## src/rtl/sprite_writer_if.sv

```systemverilog
// Producer stream and sprite-memory write bus for sprite_writer.
// slave is the writer's view; master is the producer/memory side.
interface sprite_writer_if #(
   parameter int ADDR_W = 14,
   parameter int DATA_W = 9
) ();
   logic [DATA_W-1:0] in_data;
   logic              in_valid;
   logic              in_ready;
   logic [ADDR_W-1:0] mem_address;
   logic [DATA_W-1:0] mem_data;
   logic              mem_wren;
   logic              mem_ack;

   modport slave (
      input  in_data, in_valid, mem_ack,
      output in_ready, mem_address, mem_data, mem_wren
   );

   modport master (
      output in_data, in_valid, mem_ack,
      input  in_ready, mem_address, mem_data, mem_wren
   );
endinterface

```

## src/rtl/sprite_writer.sv

```systemverilog
// Burst writer: copies a counted stream of colour words into consecutive sprite-memory addresses.
// Optional ack watchdog enabled by defining SPRITE_WRITER_ACK_TIMEOUT_EN.
//
// state       | meaning
// S_IDLE      | waiting for start
// S_WAIT_DATA | in_ready high, waiting for a producer word
// S_WRITE     | mem_wren high for one cycle
// S_WAIT_ACK  | waiting for mem_ack (or watchdog expiry)
// S_DONE      | one-cycle done pulse
module sprite_writer #(
   parameter int ADDR_W      = 14,
   parameter int DATA_W      = 9,
   parameter int ACK_TIMEOUT = 8
) (
   input  logic              clock,
   input  logic              reset,
   input  logic              start,
   input  logic [ADDR_W-1:0] base_addr,
   input  logic [ADDR_W-1:0] length,
   sprite_writer_if.slave    bus,
   output logic              busy,
   output logic              done,
   output logic              error
);

   typedef enum logic [2:0] {
      S_IDLE,
      S_WAIT_DATA,
      S_WRITE,
      S_WAIT_ACK,
      S_DONE
   } state_t;

   state_t            state_q;
   state_t            state_d;
   logic [ADDR_W-1:0] addr_q;
   logic [ADDR_W-1:0] count_q;
   logic              ack_timeout;

   always_ff @(posedge clock) begin
      if (reset) begin
         state_q <= S_IDLE;
      end else begin
         state_q <= state_d;
      end
   end

   always_comb begin
      state_d      = state_q;
      busy         = 1'b0;
      done         = 1'b0;
      bus.in_ready = 1'b0;
      case (state_q)
         S_IDLE: begin
            if (start) begin
               state_d = (length == '0) ? S_DONE : S_WAIT_DATA;
            end
         end
         S_WAIT_DATA: begin
            busy         = 1'b1;
            bus.in_ready = 1'b1;
            if (bus.in_valid) begin
               state_d = S_WRITE;
            end
         end
         S_WRITE: begin
            busy    = 1'b1;
            state_d = S_WAIT_ACK;
         end
         S_WAIT_ACK: begin
            busy = 1'b1;
            if (bus.mem_ack) begin
               state_d = (count_q == ADDR_W'(1)) ? S_DONE : S_WAIT_DATA;
            end else if (ack_timeout) begin
               state_d = S_IDLE;
            end
         end
         S_DONE: begin
            done    = 1'b1;
            state_d = S_IDLE;
         end
         default: state_d = S_IDLE;
      endcase
   end

   // Memory outputs are registered; mem_wren is high only in the cycle spent in S_WRITE.
   always_ff @(posedge clock) begin
      if (reset) begin
         addr_q          <= '0;
         count_q         <= '0;
         bus.mem_address <= '0;
         bus.mem_data    <= '0;
         bus.mem_wren    <= 1'b0;
      end else begin
         bus.mem_wren <= 1'b0;
         case (state_q)
            S_IDLE: begin
               if (start && (length != '0)) begin
                  addr_q  <= base_addr;
                  count_q <= length;
               end
            end
            S_WAIT_DATA: begin
               if (bus.in_valid) begin
                  bus.mem_address <= addr_q;
                  bus.mem_data    <= bus.in_data;
                  bus.mem_wren    <= 1'b1;
               end
            end
            S_WAIT_ACK: begin
               if (bus.mem_ack) begin
                  addr_q  <= addr_q + ADDR_W'(1);
                  count_q <= count_q - ADDR_W'(1);
               end
            end
            default: ;
         endcase
      end
   end

`ifdef SPRITE_WRITER_ACK_TIMEOUT_EN
   localparam int WD_W = $clog2(ACK_TIMEOUT + 1);

   logic [WD_W-1:0] wd_q;
   logic            error_q;

   // Down-counter loaded while writing; terminal count in S_WAIT_ACK means ACK_TIMEOUT cycles elapsed.
   always_ff @(posedge clock) begin
      if (reset) begin
         wd_q    <= '0;
         error_q <= 1'b0;
      end else begin
         if (state_q == S_WRITE) begin
            wd_q <= WD_W'(ACK_TIMEOUT - 1);
         end else if ((state_q == S_WAIT_ACK) && (wd_q != '0)) begin
            wd_q <= wd_q - WD_W'(1);
         end
         if (ack_timeout) begin
            error_q <= 1'b1;
         end
      end
   end

   assign ack_timeout = (state_q == S_WAIT_ACK) && !bus.mem_ack && (wd_q == '0);
   assign error       = error_q;
`else
   // Never true; keeps the watchdog limit referenced when the watchdog is absent.
   assign ack_timeout = (ACK_TIMEOUT < 0);
   assign error       = 1'b0;
`endif

endmodule

```

## src/flat_wrapper.sv

```systemverilog
// flat-port wrapper written by rule: the top's interface ports become plain ports
module sprite_writer_flat 
#(
   parameter int ADDR_W      = 14,
   parameter int DATA_W      = 9,
   parameter int ACK_TIMEOUT = 8
)
  (clock, reset, start, base_addr, length, busy, done, error, bus_in_data, bus_in_valid, bus_mem_ack, bus_in_ready, bus_mem_address, bus_mem_data, bus_mem_wren);
  sprite_writer_if #(.ADDR_W(ADDR_W), .DATA_W(DATA_W)) bus_i ();
  input  logic clock;
  input  logic reset;
  input  logic start;
  input  logic [ADDR_W-1:0] base_addr;
  input  logic [ADDR_W-1:0] length;
  output logic busy;
  output logic done;
  output logic error;
  input wire logic [$bits(bus_i.in_data)-1:0] bus_in_data;
  input wire logic [$bits(bus_i.in_valid)-1:0] bus_in_valid;
  input wire logic [$bits(bus_i.mem_ack)-1:0] bus_mem_ack;
  output wire logic [$bits(bus_i.in_ready)-1:0] bus_in_ready;
  output wire logic [$bits(bus_i.mem_address)-1:0] bus_mem_address;
  output wire logic [$bits(bus_i.mem_data)-1:0] bus_mem_data;
  output wire logic [$bits(bus_i.mem_wren)-1:0] bus_mem_wren;
  assign bus_i.in_data = bus_in_data;
  assign bus_i.in_valid = bus_in_valid;
  assign bus_i.mem_ack = bus_mem_ack;
  assign bus_in_ready = bus_i.in_ready;
  assign bus_mem_address = bus_i.mem_address;
  assign bus_mem_data = bus_i.mem_data;
  assign bus_mem_wren = bus_i.mem_wren;
  sprite_writer #(.ADDR_W(ADDR_W), .DATA_W(DATA_W), .ACK_TIMEOUT(ACK_TIMEOUT)) u_core (.clock(clock), .reset(reset), .start(start), .base_addr(base_addr), .length(length), .bus(bus_i), .busy(busy), .done(done), .error(error));
endmodule
```

## config.mk

```make
export PLATFORM = sky130hd
export DESIGN_NAME = sprite_writer_flat
export DESIGN_NICKNAME = d
export VERILOG_FILES = /design/src/rtl/sprite_writer_if.sv /design/src/rtl/sprite_writer.sv /design/src/flat_wrapper.sv
export SDC_FILE = /design/constraint.sdc
export NUM_CORES = 1
export LEC_CHECK = 0
export CAP_MARGIN = 20
export CELL_PAD_IN_SITES_DETAIL_PLACEMENT = 0
export CELL_PAD_IN_SITES_GLOBAL_PLACEMENT = 1
export CORE_UTILIZATION = 46
export DETAILED_ROUTE_END_ITERATION = 8
export DONT_BUFFER_PORTS = 1
export GPL_TIMING_DRIVEN = 0
export PLACE_DENSITY_LB_ADDON = 0.05
export SLEW_MARGIN = 40
export SYNTH_ARGS = -nofsm -noshare
export SYNTH_HDL_FRONTEND = slang
export SYNTH_SLANG_ARGS = --single-unit
```

## constraint.sdc

```tcl
create_clock -name clock -period 2.51 [get_ports clock]
set_input_delay 0.251 -clock clock [delete_from_list [all_inputs] [get_ports clock]]
set_output_delay 0.251 -clock clock [all_outputs]
set_load 0.01 [all_outputs]
```

==> impl_metrics.tcl <==
set metrics [dict create \
    htree_levels 2 \
    yosysMostFrequentCell "nand2_1" \
    wire_per_inst_um 19.6 \
    antenna_cells 0 \
    cp_max_fo 10 \
    crit_slowest_cell "clkbuf_1" \
    p_per_area_mw_per_mm2 608 \
    internal_power_mw 1.32 \
    leakage_nw 1.07 \
    p_sw_share_pct 32.0 \
    cts_tree "yes" \
    place_hpwl_um 6430 \
    p_switching_mw 0.623 \
    gp_congestion 0.871 \
    drt_wl_total_um 9000 \
    vdd_drop_max_mv 0.304 \
    crit_top_cell "clkbuf_1" \
    cts_inserted_buffers 5 \
    rsz0062_at_grt "false" \
    yosysWarnings 0 \
    synth_commonest_cells "nand2_1 (66), dfxtp_1 (55), a21oi_1 (39), clkbuf_1 (25), nor2_1 (18)" \
    max_clock_freq_mhz 435 \
    worstMarginPinSlew_ns 0.747 \
    cts_buffer_depth 2 \
    final.setup.tns_ns 0 \
    syn_area_mm2 0.00299 \
    pwr-share-comb_pct 19.7 \
    path_class "reg -> reg" \
    syn_area_per_cell_um2 7.93 \
    rows 28 \
    clock_latency_ns 0.32 \
    path_cells "clkbuf_1, and3b_1, clkbuf_1, clkbuf_1, a2111oi_0, o211a_1" \
    grt_pass1_vias 2740 \
    holdPathEnd "u_core.bus.mem_data[3]$_SDFFE_PP0P_" \
    slew_headroom_pct 49.8 \
    yosys_most_used_dff "dfxtp_1" \
    crit_path_max_incr_delay_ns 0.60 \
    grt.total_usage_pct 27.6 \
    die_area_mm2 0.00682 \
    nNetsFinal 429 \
    synth.distinct_cells 59 \
    cp.arrival_ns 2.52 \
    hold_buffers 0 \
    drc 0 \
    cts_resized 0 \
    core_mm2 0.00610 \
    root_buffer "clkbuf_8" \
    p_seq_share_pct 51.8 \
    setup_viol 0 \
    min_path_cells 2 \
    clk_pin_slew_ns 0.11 \
    layout-drive-gt1-share_pct 7.79 \
    end_kind "flop" \
    synth.ff_latch_count 55 \
    ys_async_sr_fraction_pct 0 \
    timing.rr.start "u_core.state_q[2]$_SDFFE_PP0P_" \
    cts_setup_buffers 0 \
    synth_edf_count 0 \
    viasPerCell 6.38 \
    hp-class "in -> reg" \
    grt_overflow_total 0 \
    grt_pass1_wl_um 13900 \
    dr_total_vias 2933 \
    period_needed_ns 2.30 \
    ant_nets 0 \
    die_h_um 82.6 \
    synthCells 377 \
    period_share_pct 91.7 \
    yosys.area.top_type_share_pct 36.9 \
    clock_skew_ns 0.0111 \
    synthesis.nets 422 \
    clkSinkCount 55 \
    multi_input_area_mm2 0.00171 \
    grt_max_degree 17 \
    regArea_mm2 0.00110 \
    finalMaxSlewViolations 0 \
    reg2reg_slack_ns 0.21 \
    fin_area_mm2 0.00320 \
    yosysSeqAreaShare_pct 36.9 \
    start_util_pct 49.0 \
    portBuffers 0 \
    area_delta_synth_final_pct 6.99 \
    hold_start "bus_in_data[3]" \
    clockPowerShare_pct 28.5 \
    synth_area_leaders "dfxtp_1 (37%), nand2_1 (8.3%), a21oi_1 (6.5%)" \
    firstDrtPassIters 5 \
    cap_violations 0 \
    die_w_um 82.6 \
    yosys.area.top_type "dfxtp_1" \
    pin_count 70 \
    worst_ep_required_time_ns 2.73 \
    antenna_found_initial 0 \
    reg2reg_depth 6 \
    status "completed" \
    fillers 663 \
    worstReg2RegEnd "u_core.addr_q[11]$_SDFFE_PP0P_" \
    finalHoldViolCount 0 \
    dpl_cell_area_mm2 0.00309 \
    crit_path_start_kind "flop" \
    dr.first_iter.drc_count 230 \
]
==> power by group through the flow <==
stage / Combinational (mW) / Sequential (mW) / Clock, mW
final: 0.383 / 1.01 / 0.555
after global routing: 0.426 / 1.02 / 0.592
after CTS: 0.378 / 1.01 / 0.570
after detailed placement: 0.376 / 1.03 / 0
after global placement: 0.372 / 1.02 / 0
after floorplan: 0.287 / 1.00 / 0
==> registers in the layout (all words and copies together), names as in the netlist <==
name / cells
u_core.addr_q: 14
u_core.bus.mem_address: 14
u_core.bus.mem_data: 9
u_core.bus.mem_wren: 1
u_core.count_q: 14
u_core.state_q: 3
==> per-layer routing <==
metal / vias up / part of all wire [%] / global-route usage (%) / routed length, um
li1: 1429 / - / - / -
met1: 1390 / 46 / 36.5 / 4120
met2: 100 / 46 / 44.7 / 4120
met3: 14 / 7.0 / 5.93 / 634
met4: 0 / 1.4 / 8.62 / 125
met5: - / 0 / 0 / 0
==> cell usage in the layout (no fill, tap or decap), types with 3 or more instances in the layout <==
cell type / instances
clkbuf_8: 7
and3_1: 5
a21oi_1: 39
nor3b_1: 3
nand4_1: 6
nor4_1: 3
or4_4: 3
nor2_1: 18
a22oi_1: 3
nand2_1: 66
a41oi_1: 3
dfxtp_1: 55
o21ai_0: 8
and4_1: 7
a221oi_1: 3
clkbuf_1: 25
a31oi_1: 8
o31a_1: 3
inv_1: 9
o311ai_0: 11
mux2i_1: 3
and2_1: 4
o31ai_1: 11
ha_1: 3
nand3_1: 7
or4_1: 3
a311oi_1: 3
nor3_1: 9
a211oi_1: 7
buf_4: 3
buf_2: 4
o32ai_1: 4
==> kinds of logic (layout without fill, tap and decap cells) <==
group,Yosys count,after routing,synth area share [%]
multiplexers,3,3,1.01
buffers and inverters,44,52,6.32
adder cells (fa/ha/maj),3,3,1.26
AO/OA/AOI/OAI,123,123,28.9
AND/OR/NAND/NOR,148,148,25.6
flip-flops,55,55,36.9
other,1,1,0.126
==> worst max path at each step <==
| stage | startpoint | endpoint | slack [ns] | cells past startpoint |
|---|---|---|---|---|
| 2_1_floorplan | length[12] | u_core.addr_q[7]$_SDFFE_PP0P_ | 0.65 | 5 |
| 4_1_cts | u_core.state_q[2]$_SDFFE_PP0P_ | u_core.addr_q[4]$_SDFFE_PP0P_ | 0.26 | 6 |
| 3_3_place_gp | u_core.count_q[0]$_SDFFE_PP0P_ | u_core.count_q[6]$_SDFFE_PP0P_ | 0.16 | 6 |
| 5_1_grt | u_core.state_q[2]$_SDFFE_PP0P_ | u_core.bus.mem_data[5]$_SDFFE_PP0P_ | 0.04 | 7 |
| 6_report | u_core.state_q[2]$_SDFFE_PP0P_ | u_core.addr_q[11]$_SDFFE_PP0P_ | 0.21 | 6 |
| 3_5_place_dp | u_core.state_q[2]$_SDFFE_PP0P_ | u_core.addr_q[4]$_SDFFE_PP0P_ | 0.29 | 6 |
==> area by class of cell <==
type,instances,share of cell area (%)
Tap cell,75,2.94
Clock buffer,7,3.01
Inverter,10,1.17
Multi-Input combinational cell,278,53.5
Clock inverter,1,0.235
Sequential cell,55,34.4
Buffer,34,4.74
==> critical path, delay by kind of cell (launching register included) <==
kind	cells	cell delay, ns
AND/OR/NAND/NOR	1	0.24
buffers and inverters	3	1.15
flip-flops	1	0.31
AO/OA/AOI/OAI	2	0.48
==> metrics by stage <==
stage          std cells  setup slack (ns)  hold WS, ns  utilization [%]  power (mW)
3_5_place_dp         452             0.289        0.395             50.7        1.40
2_1_floorplan        377             0.653        0.387                -        1.29
3_3_place_gp         452             0.160        0.388             50.6        1.39
5_1_grt              460            0.0375       0.0576             52.4        2.04
4_1_cts              460             0.263       0.0543             52.4        1.95
6_report             460             0.209       0.0569             52.4        1.95
No activity file was read; power rests on OpenSTA's default activity.
